$ cat config.mk
export PLATFORM = sky130hd
export DESIGN_NAME = sr_bank_writer
export DESIGN_NICKNAME = d
export VERILOG_FILES = /design/src/rtl/sr_bank_writer_pkg.sv /design/src/rtl/sr_bank_writer_timer.sv /design/src/rtl/sr_bank_writer.sv
export SDC_FILE = /design/constraint.sdc
export NUM_CORES = 1
export LEC_CHECK = 0
export BUFFER_PORTS_ARGS = -buffer_cell sky130_fd_sc_hd__buf_2
export CAP_MARGIN = 20
export CORE_MARGIN = 1.5
export CORE_UTILIZATION = 44
export DETAILED_ROUTE_END_ITERATION = 10
export PLACE_DENSITY_LB_ADDON = 0.08
export SLEW_MARGIN = 20
export SYNTH_ARGS = -nofsm -noshare
export SYNTH_HDL_FRONTEND = slang
export SYNTH_SLANG_ARGS = --single-unit
$ cat constraint.sdc
create_clock -name clk -period 1.3 [get_ports clk]
set_input_delay 0.195 -clock clk [delete_from_list [all_inputs] [get_ports clk]]
set_output_delay 0.195 -clock clk [all_outputs]
set_load 0.005 [all_outputs]
$ cat src/rtl/sr_bank_writer_pkg.sv
// Shared types and constants for the SR bank write driver.
package sr_bank_writer_pkg;

  localparam int unsigned CNT_W            = $clog2(16);
  localparam int unsigned DEF_WIDTH        = 8;
  localparam int unsigned DEF_PULSE_CYCLES = 1;

  typedef enum logic [2:0] {
    IDLE  = 3'd0,
    SET   = 3'd1,
    GAP1  = 3'd2,
    CLR   = 3'd3,
    GAP2  = 3'd4,
    CHECK = 3'd5
  } state_t;

endpackage

$ cat src/rtl/sr_bank_writer_timer.sv
// Loadable down-counter timing the SET/CLR hold; expire is high while the count is zero.
module sr_pulse_timer
  import sr_bank_writer_pkg::*;
(
  input  logic             clk,
  input  logic             rst_n,
  input  logic             load,
  input  logic [CNT_W-1:0] load_val,
  output logic             expire
);

  logic [CNT_W-1:0] r_cnt;

  always_ff @(posedge clk) begin
    if (!rst_n)              r_cnt <= '0;
    else if (load)           r_cnt <= load_val;
    else if (r_cnt != '0)    r_cnt <= r_cnt - 1'b1;
  end

  assign expire = (r_cnt == '0);

endmodule

$ cat src/rtl/sr_bank_writer.sv
// Write-side driver for a bank of SR flip-flops: set phase, gap, reset phase, gap, readback.
// Optional SR_BANK_WRITER_DELTA_EN: pulse only bits that differ from the bank's value at acceptance.
module sr_bank_writer
  import sr_bank_writer_pkg::*;
#(
  parameter int unsigned WIDTH        = DEF_WIDTH,
  parameter int unsigned PULSE_CYCLES = DEF_PULSE_CYCLES
) (
  input  logic             clk,
  input  logic             rst_n,
  input  logic             req_valid,
  output logic             req_ready,
  input  logic [WIDTH-1:0] req_data,
  output logic [WIDTH-1:0] s_out,
  output logic [WIDTH-1:0] r_out,
  input  logic [WIDTH-1:0] q_in,
  output logic             done,
  output logic             err
);

  localparam logic [CNT_W-1:0] LOAD_VAL = CNT_W'(PULSE_CYCLES - 1);

  state_t           r_state, w_state_nxt;
  logic [WIDTH-1:0] r_dreg, w_dreg_nxt;
  logic [WIDTH-1:0] w_set_mask, w_clr_mask;
  logic             w_accept, w_load, w_expire;

`ifdef SR_BANK_WRITER_DELTA_EN
  logic [WIDTH-1:0] r_qsnap, w_qsnap_nxt;
`endif

  assign req_ready = (r_state == IDLE);
  assign w_accept  = req_valid & req_ready;

  sr_pulse_timer u_timer (
    .clk      (clk),
    .rst_n    (rst_n),
    .load     (w_load),
    .load_val (LOAD_VAL),
    .expire   (w_expire)
  );

  always_comb begin
    w_state_nxt = r_state;
    w_dreg_nxt  = r_dreg;
    w_load      = 1'b0;
    case (r_state)
      IDLE: if (w_accept) begin
        w_dreg_nxt  = req_data;
        w_load      = 1'b1;
        w_state_nxt = SET;
`ifdef SR_BANK_WRITER_DELTA_EN
        // Nothing to change: skip via GAP2 so done still lands 3 cycles after acceptance
        if (req_data == q_in) w_state_nxt = GAP2;
`endif
      end
      SET:     if (w_expire) w_state_nxt = GAP1;
      GAP1: begin
        w_load      = 1'b1;
        w_state_nxt = CLR;
      end
      CLR:     if (w_expire) w_state_nxt = GAP2;
      GAP2:    w_state_nxt = CHECK;
      CHECK:   w_state_nxt = IDLE;
      default: w_state_nxt = IDLE;
    endcase
  end

  // Phase masks use next-cycle data so the registered lines are valid on the first SET cycle
`ifdef SR_BANK_WRITER_DELTA_EN
  assign w_qsnap_nxt = w_accept ? q_in : r_qsnap;
  assign w_set_mask  =  w_dreg_nxt & ~w_qsnap_nxt;
  assign w_clr_mask  = ~w_dreg_nxt &  w_qsnap_nxt;
`else
  assign w_set_mask  =  w_dreg_nxt;
  assign w_clr_mask  = ~w_dreg_nxt;
`endif

  always_ff @(posedge clk) begin
    if (!rst_n) begin
      r_state <= IDLE;
      r_dreg  <= '0;
      s_out   <= '0;
      r_out   <= '0;
      done    <= 1'b0;
      err     <= 1'b0;
`ifdef SR_BANK_WRITER_DELTA_EN
      r_qsnap <= '0;
`endif
    end else begin
      r_state <= w_state_nxt;
      r_dreg  <= w_dreg_nxt;
      s_out   <= (w_state_nxt == SET) ? w_set_mask : '0;
      r_out   <= (w_state_nxt == CLR) ? w_clr_mask : '0;
      done    <= (r_state == CHECK);
      if (w_accept)               err <= 1'b0;
      else if (r_state == CHECK)  err <= |(q_in ^ r_dreg);
`ifdef SR_BANK_WRITER_DELTA_EN
      r_qsnap <= w_qsnap_nxt;
`endif
    end
  end

endmodule

==> results of run 1 <==
[cells in the mapped netlist]
master | n | area share (%)
buf_2 | 1 | 0.41
nor3_2 | 1 | 0.81
inv_1 | 3 | 0.91
nor2_1 | 25 | 7.6
o31ai_1 | 1 | 0.61
a31oi_1 | 2 | 1.0
xnor2_1 | 10 | 7.1
xor2_1 | 2 | 1.4
a21oi_1 | 1 | 0.41
and4b_2 | 1 | 0.91
mux2i_1 | 8 | 6.5
a21boi_0 | 1 | 0.61
nor3_1 | 5 | 2.0
buf_4 | 1 | 0.61
and2_4 | 1 | 0.71
nor2b_1 | 10 | 5.1
and4bb_1 | 1 | 1.0
clkbuf_1 | 1 | 0.30
nand4b_1 | 1 | 0.71
dfxtp_1 | 33 | 54
nor3b_2 | 1 | 1.0
o21ai_0 | 1 | 0.41
ha_1 | 1 | 1.0
nand2_1 | 2 | 0.61
o221ai_1 | 1 | 0.71
nor4_1 | 2 | 1.0
nand2b_2 | 1 | 0.71
buf_12 | 1 | 1.6
nand3_1 | 1 | 0.41
[report_power, final]
group	switching [mW]	internal (mW)	leakage, nW
combinational	0.893	1.05	0.473
clock	0.336	0.253	0.0303
sequential	0.190	1.25	0.272
[worst min-delay path, delay by kind of cell]
| family | cells | cell delay (ps) |
|---|---|---|
| buffers and inverters | 1 | 90 |
| AND/OR/NAND/NOR | 1 | 90 |
| multiplexers | 1 | 60 |
[metal layers]
layer | vias to the layer above | share of wire [%] | routed length (um) | global-route usage (%)
li1 | 507 | - | - | -
met1 | 467 | 40 | 1140 | 21.8
met2 | 25 | 53 | 1510 | 28.9
met3 | 5 | 5.1 | 146 | 6.98
met4 | 0 | 1.6 | 46 | 7.14
met5 | - | 0 | 0 | 0
[metrics by stage]
stage               setup WS (ps)  power, mW  utilization (%)
CTS                         -6.87       3.39             61.9
finish                      -38.4       3.98             72.3
detailed placement           -126       2.63             58.0
global placement            -62.1       2.59             58.0
floorplan                    30.2       2.21                -
global route                 -117       4.24             72.3
[repair_timing]
| action | in CTS | in global routing |
|---|---|---|
| setup endpoints to repair | 18 | 31 |
| buffers inserted | 2 | 5 |
| gates resized for setup | 8 | 49 |
| hold buffers | 0 | 0 |
| endpoints found under the hold margin | 0 | 0 |
| pin swaps | 2 | 13 |
[path summary, 6_finish.rpt]
kind / cells after the start / startpoint / end
max: 5 / r_state[1]$_SDFF_PN0_ / r_dreg[4]$_SDFF_PN0_
min: 3 / req_data[0] / s_out[0]$_SDFF_PN0_
max reg2reg: 5 / r_state[1]$_SDFF_PN0_ / r_dreg[4]$_SDFF_PN0_
min reg2reg: 1 / r_dreg[2]$_SDFF_PN0_ / r_out[2]$_SDFF_PN0_
[flip-flops by register name, summed over array words and instances, names as in the netlist]
name,cells
err,1
done,1
u_timer.r_cnt,4
r_out,8
r_dreg,8
r_state,3
s_out,8
[final cells by class]
cell class	count	area [sq um]	share of cell area [%]
repair buffers	52	327	17.6
flip-flops and latches	33	671	36.1
well taps	30	37.5	2.02
multi-input cells	80	752	40.5
inverters	3	11.3	0.606
clock inverters	1	7.51	0.404
clock buffers	6	51.3	2.76
[kinds of logic (layout without fill, tap and decap cells)]
group | after synthesis | count (layout) | share of synthesized area [%]
compound gates | 7 | 7 | 3.76
flops | 33 | 33 | 53.7
xor+xnor | 12 | 12 | 8.54
simple gates | 52 | 52 | 22.7
fa+ha+maj | 1 | 1 | 1.02
mux | 8 | 8 | 6.50
buf+inv | 7 | 62 | 3.86
==> metrics, run 1 <==
WL final 2840 um; I/O Pins 38; CTS buffer count 5; Worst Path Class, Setup reg -> reg; failing checks negative setup slack; Final ANT Viol Nets 0; Core ar. between 2000 and 3000 sq um; commonest non-fill, non-tap cell in the layout buf_2; Die Span Y about 56 um; Post-Synthesis Cells 120; CP delay by family, top simple AND/OR/NAND/NOR gates; antenna cells 0; Initial Util around 48%; Worst setup EP type flop; largest net degree at the start of global routing 15; worst min path class in -> reg; antenna violations before repair 0; CP Buf/Inv Count 1; status finished, violations left; Post-Route Skew 3.34 ps; Placed Area between 1000 and 1500 sq um; Pleak roughly 0.78 nW; PnR worst setup slack -38.4 ps; clock-pin slew on the worst setup and hold paths 100 ps; synthesized area 1230 sq um; initial DRC count 21; CP required 1530 ps; Slew @ Worst Pin between 300 and 400 ps; Finished Cell Area between 1500 and 2000 sq um; fmax roughly 750 MHz; Fillers between 200 and 250; Final period util 103%; Area growth, synth to finish 50.8%; NumNets Final roughly 200; DRC violations left 0; RSZ-0062 raised after global routing true; PwrDens 2140 nW/um^2; DR pass1 iterations 4; Clock Sinks 33; worst rel slew slack 76.6%; Non-Filler Instances 205; crit-path cells nor3_4, and2_4, buf_12, mux2i_4, nor2b_1; crit path DAT 1570 ps; Avg Synthesized Cell Area between 10 and 15 sq um; H-tree depth 2; r2r setup slk -40 ps; crit path max fanout 5; placed insts 191; routability cong. between 0.7 and 0.8; commonest non-fill, non-tap cells in the layout buf_2 (37), dfxtp_1 (27), nor2_1 (13); Tmin final 1340 ps; Final Hold Viols 0; clk buf depth 2; die area between 3000 and 4000 sq um; CTS tree built; row cnt 18; Vias per Instance slightly below 5; slowest stage delay, CP 360 ps; via count 1004; worst-skew pair later-pin latency 330 ps; final setup TNS -279 ps; worst hold slack 131 ps; Synth Register Bits 33; CTS root buffer clkbuf_4; Warnings, synthesis 0; Slowest-stage cell, CP dfxtp_4; layout cells sized above 1 a little under three fifths; Detailed Place HPWL between 1500 and 2000 um; Final Setup Violations 12; total track usage between 10% and 20%; port bufs 37; vias in the first global route around 940; sequential-to-total area share from yosys stat 53.7%; VDD IR max roughly 1.6 mV; WL/cell roughly 14 um; Mapped Nets 140; Max Cap Viol 0; fin. max-slew vios 0; global-route wire length before repair 4280 um; Die Wd 55.9 um; GRT Residual Overflow 0; Synth cell types 29; CP startpoint kind flop
(Power assumes the default switching activity.)
==> inputs of run 2 (changes only) <==
--- a/config.mk
+++ b/config.mk
@@ -10,6 +10,7 @@
 export CORE_MARGIN = 1.5
 export CORE_UTILIZATION = 44
 export DETAILED_ROUTE_END_ITERATION = 10
+export GPL_TIMING_DRIVEN = 0
 export PLACE_DENSITY_LB_ADDON = 0.08
 export SLEW_MARGIN = 20
 export SYNTH_ARGS = -nofsm -noshare
==> metrics, run 2 (same netlist as run 1, synthesis figures left out) <==
commonest non-fill, non-tap cell in the layout buf_2; Non-Filler Instances 198; antenna violations before repair 0; Pleak 0.739 nW; Final Setup Violations 0; Design Power about 3.7 mW; Max Cap Viol 0; fin. max-slew vios 0; Final ANT Viol Nets 0; WL final approximately 2500 um; vias in the first global route just over 900; clk buf depth 2; WL met1 1100 um; fmax roughly 790 MHz; H-tree depth 2; NumNets Final 187; worst-skew pair later-pin latency 320 ps; status completed; routability cong. approximately 0.7; Die Span Y ~56 um; GRT Residual Overflow 0; max layer used met4; WL/cell 12.7 um; Slew @ Worst Pin about 380 ps; Worst Path Class, Setup reg -> reg; worst hold slack between 100 and 150 ps; CTS root buffer clkbuf_4; Worst setup EP type flop; Finished Cell Area 1700 sq um; biggest regs r_dreg: 8 flops, r_out: 8 flops, s_out: 8 flops; placed insts about 190; WL met2 1230 um; Initial Util between 40 and 50%; die area roughly 3100 sq um; via count 991; VDD IR max 1.66 mV; CTS tree built; Final Hold Viols 0; worst rel slew slack 74.6%; Area growth, synth to finish 37.8%; I/O Pins 38; DR WL met3 around 140 um; Core ar. roughly 2600 sq um; CTS buffer count 5; Final period util 97.6%; clock-pin slew on the worst setup and hold paths roughly 100 ps; crit path max fanout 8; Post-CTS Hold Buffers 0; port bufs 37; Post-Route Skew approximately 4.6 ps; largest net degree at the start of global routing 11; global-route wire length before repair between 4000 and 5000 um; CP required 1520 ps; worst min path class in -> reg; initial DRC count 10; Layout Utilization ~66%; RSZ-0062 raised after global routing true; row cnt 18; antenna cells 0; PwrDens 2170 nW/um^2; total track usage ~17%; Vias per Instance 5.01; Clock Sinks 33; DR pass1 iterations 4; layout cells sized above 1 45.2%; CP startpoint kind flop; crit path DAT 1490 ps; DRC violations left 0; Detailed Place HPWL around 1700 um; Tmin final approximately 1300 ps; Die Wd approximately 56 um; commonest non-fill, non-tap cells in the layout buf_2 (37), dfxtp_1 (28), nor2_1 (22); Placed Area about 1500 sq um
==> run 2: cell count changes in the layout (fill, tap and decap cells not counted), moves of 2 or more <==
cell	previous run	this run
nor2_1	13	22
buf_4	12	5
nor2_4	7	1
mux2i_1	0	3
nor2_2	5	2
clkbuf_1	0	2
dfxtp_2	5	3
mux2i_4	6	4
nor3_1	3	5
nor3_2	2	0
==> run 2: path summary, 6_finish.rpt <==
| path | start | endpoint | slack, ps | cells after the start |
|---|---|---|---|---|
| worst min-delay path | req_data[4] | s_out[4]$_SDFF_PN0_ | 130 | 3 |
| worst max register to register | r_state[0]$_SDFF_PN0_ | r_dreg[4]$_SDFF_PN0_ | 30 | 5 |
| worst min register to register | r_dreg[5]$_SDFF_PN0_ | r_out[5]$_SDFF_PN0_ | 470 | 1 |
| worst max-delay path | r_state[0]$_SDFF_PN0_ | r_dreg[4]$_SDFF_PN0_ | 30 | 5 |
==> run 2: metrics by stage <==
stage	setup TNS, ps	setup WS (ps)
final	0	31.7
after global routing	-446	-54.9
after CTS	-5.77	-4.20
after detailed placement	-2860	-198
after global placement	-2380	-178
after floorplan	0	30.2
==> run 2: metal layers <==
layer / vias to the layer above / track usage, %
met2: 30 / 27.6
met5: - / 0
li1: 496 / -
met1: 460 / 20.7
met4: 0 / 7.14
met3: 5 / 7.44
==> run 2: cell type report <==
cell class                      count  area, sq um
Fill cell                         230          871
Clock buffer                        7         55.1
Timing Repair Buffer               41          215
Clock inverter                      1         30.0
Tap cell                           30         37.5
Inverter                            3         11.3
Buffer                              3         31.3
Sequential cell                    33          672
Multi-Input combinational cell     80          644
==> run 2: what timing repair did <==
item                       CTS  global route
setup endpoints to repair   29            32
pin swaps                    3             8
setup buffers                0             4
gates resized for setup     21            16
==> run 2: worst max-delay path, cell delays in order, from the launching register on <==
cell and delay, ps:
dfxtp_4 360, nor3_4 170, and2_4 170, buf_12 150, mux2i_2 250, nor2b_1 60
==> run 2: where the power goes <==
part           switching (mW)  internal (mW)  total, mW
combinational           0.671          0.797       1.47
sequential              0.167           1.25       1.42
clock                   0.326          0.459      0.785
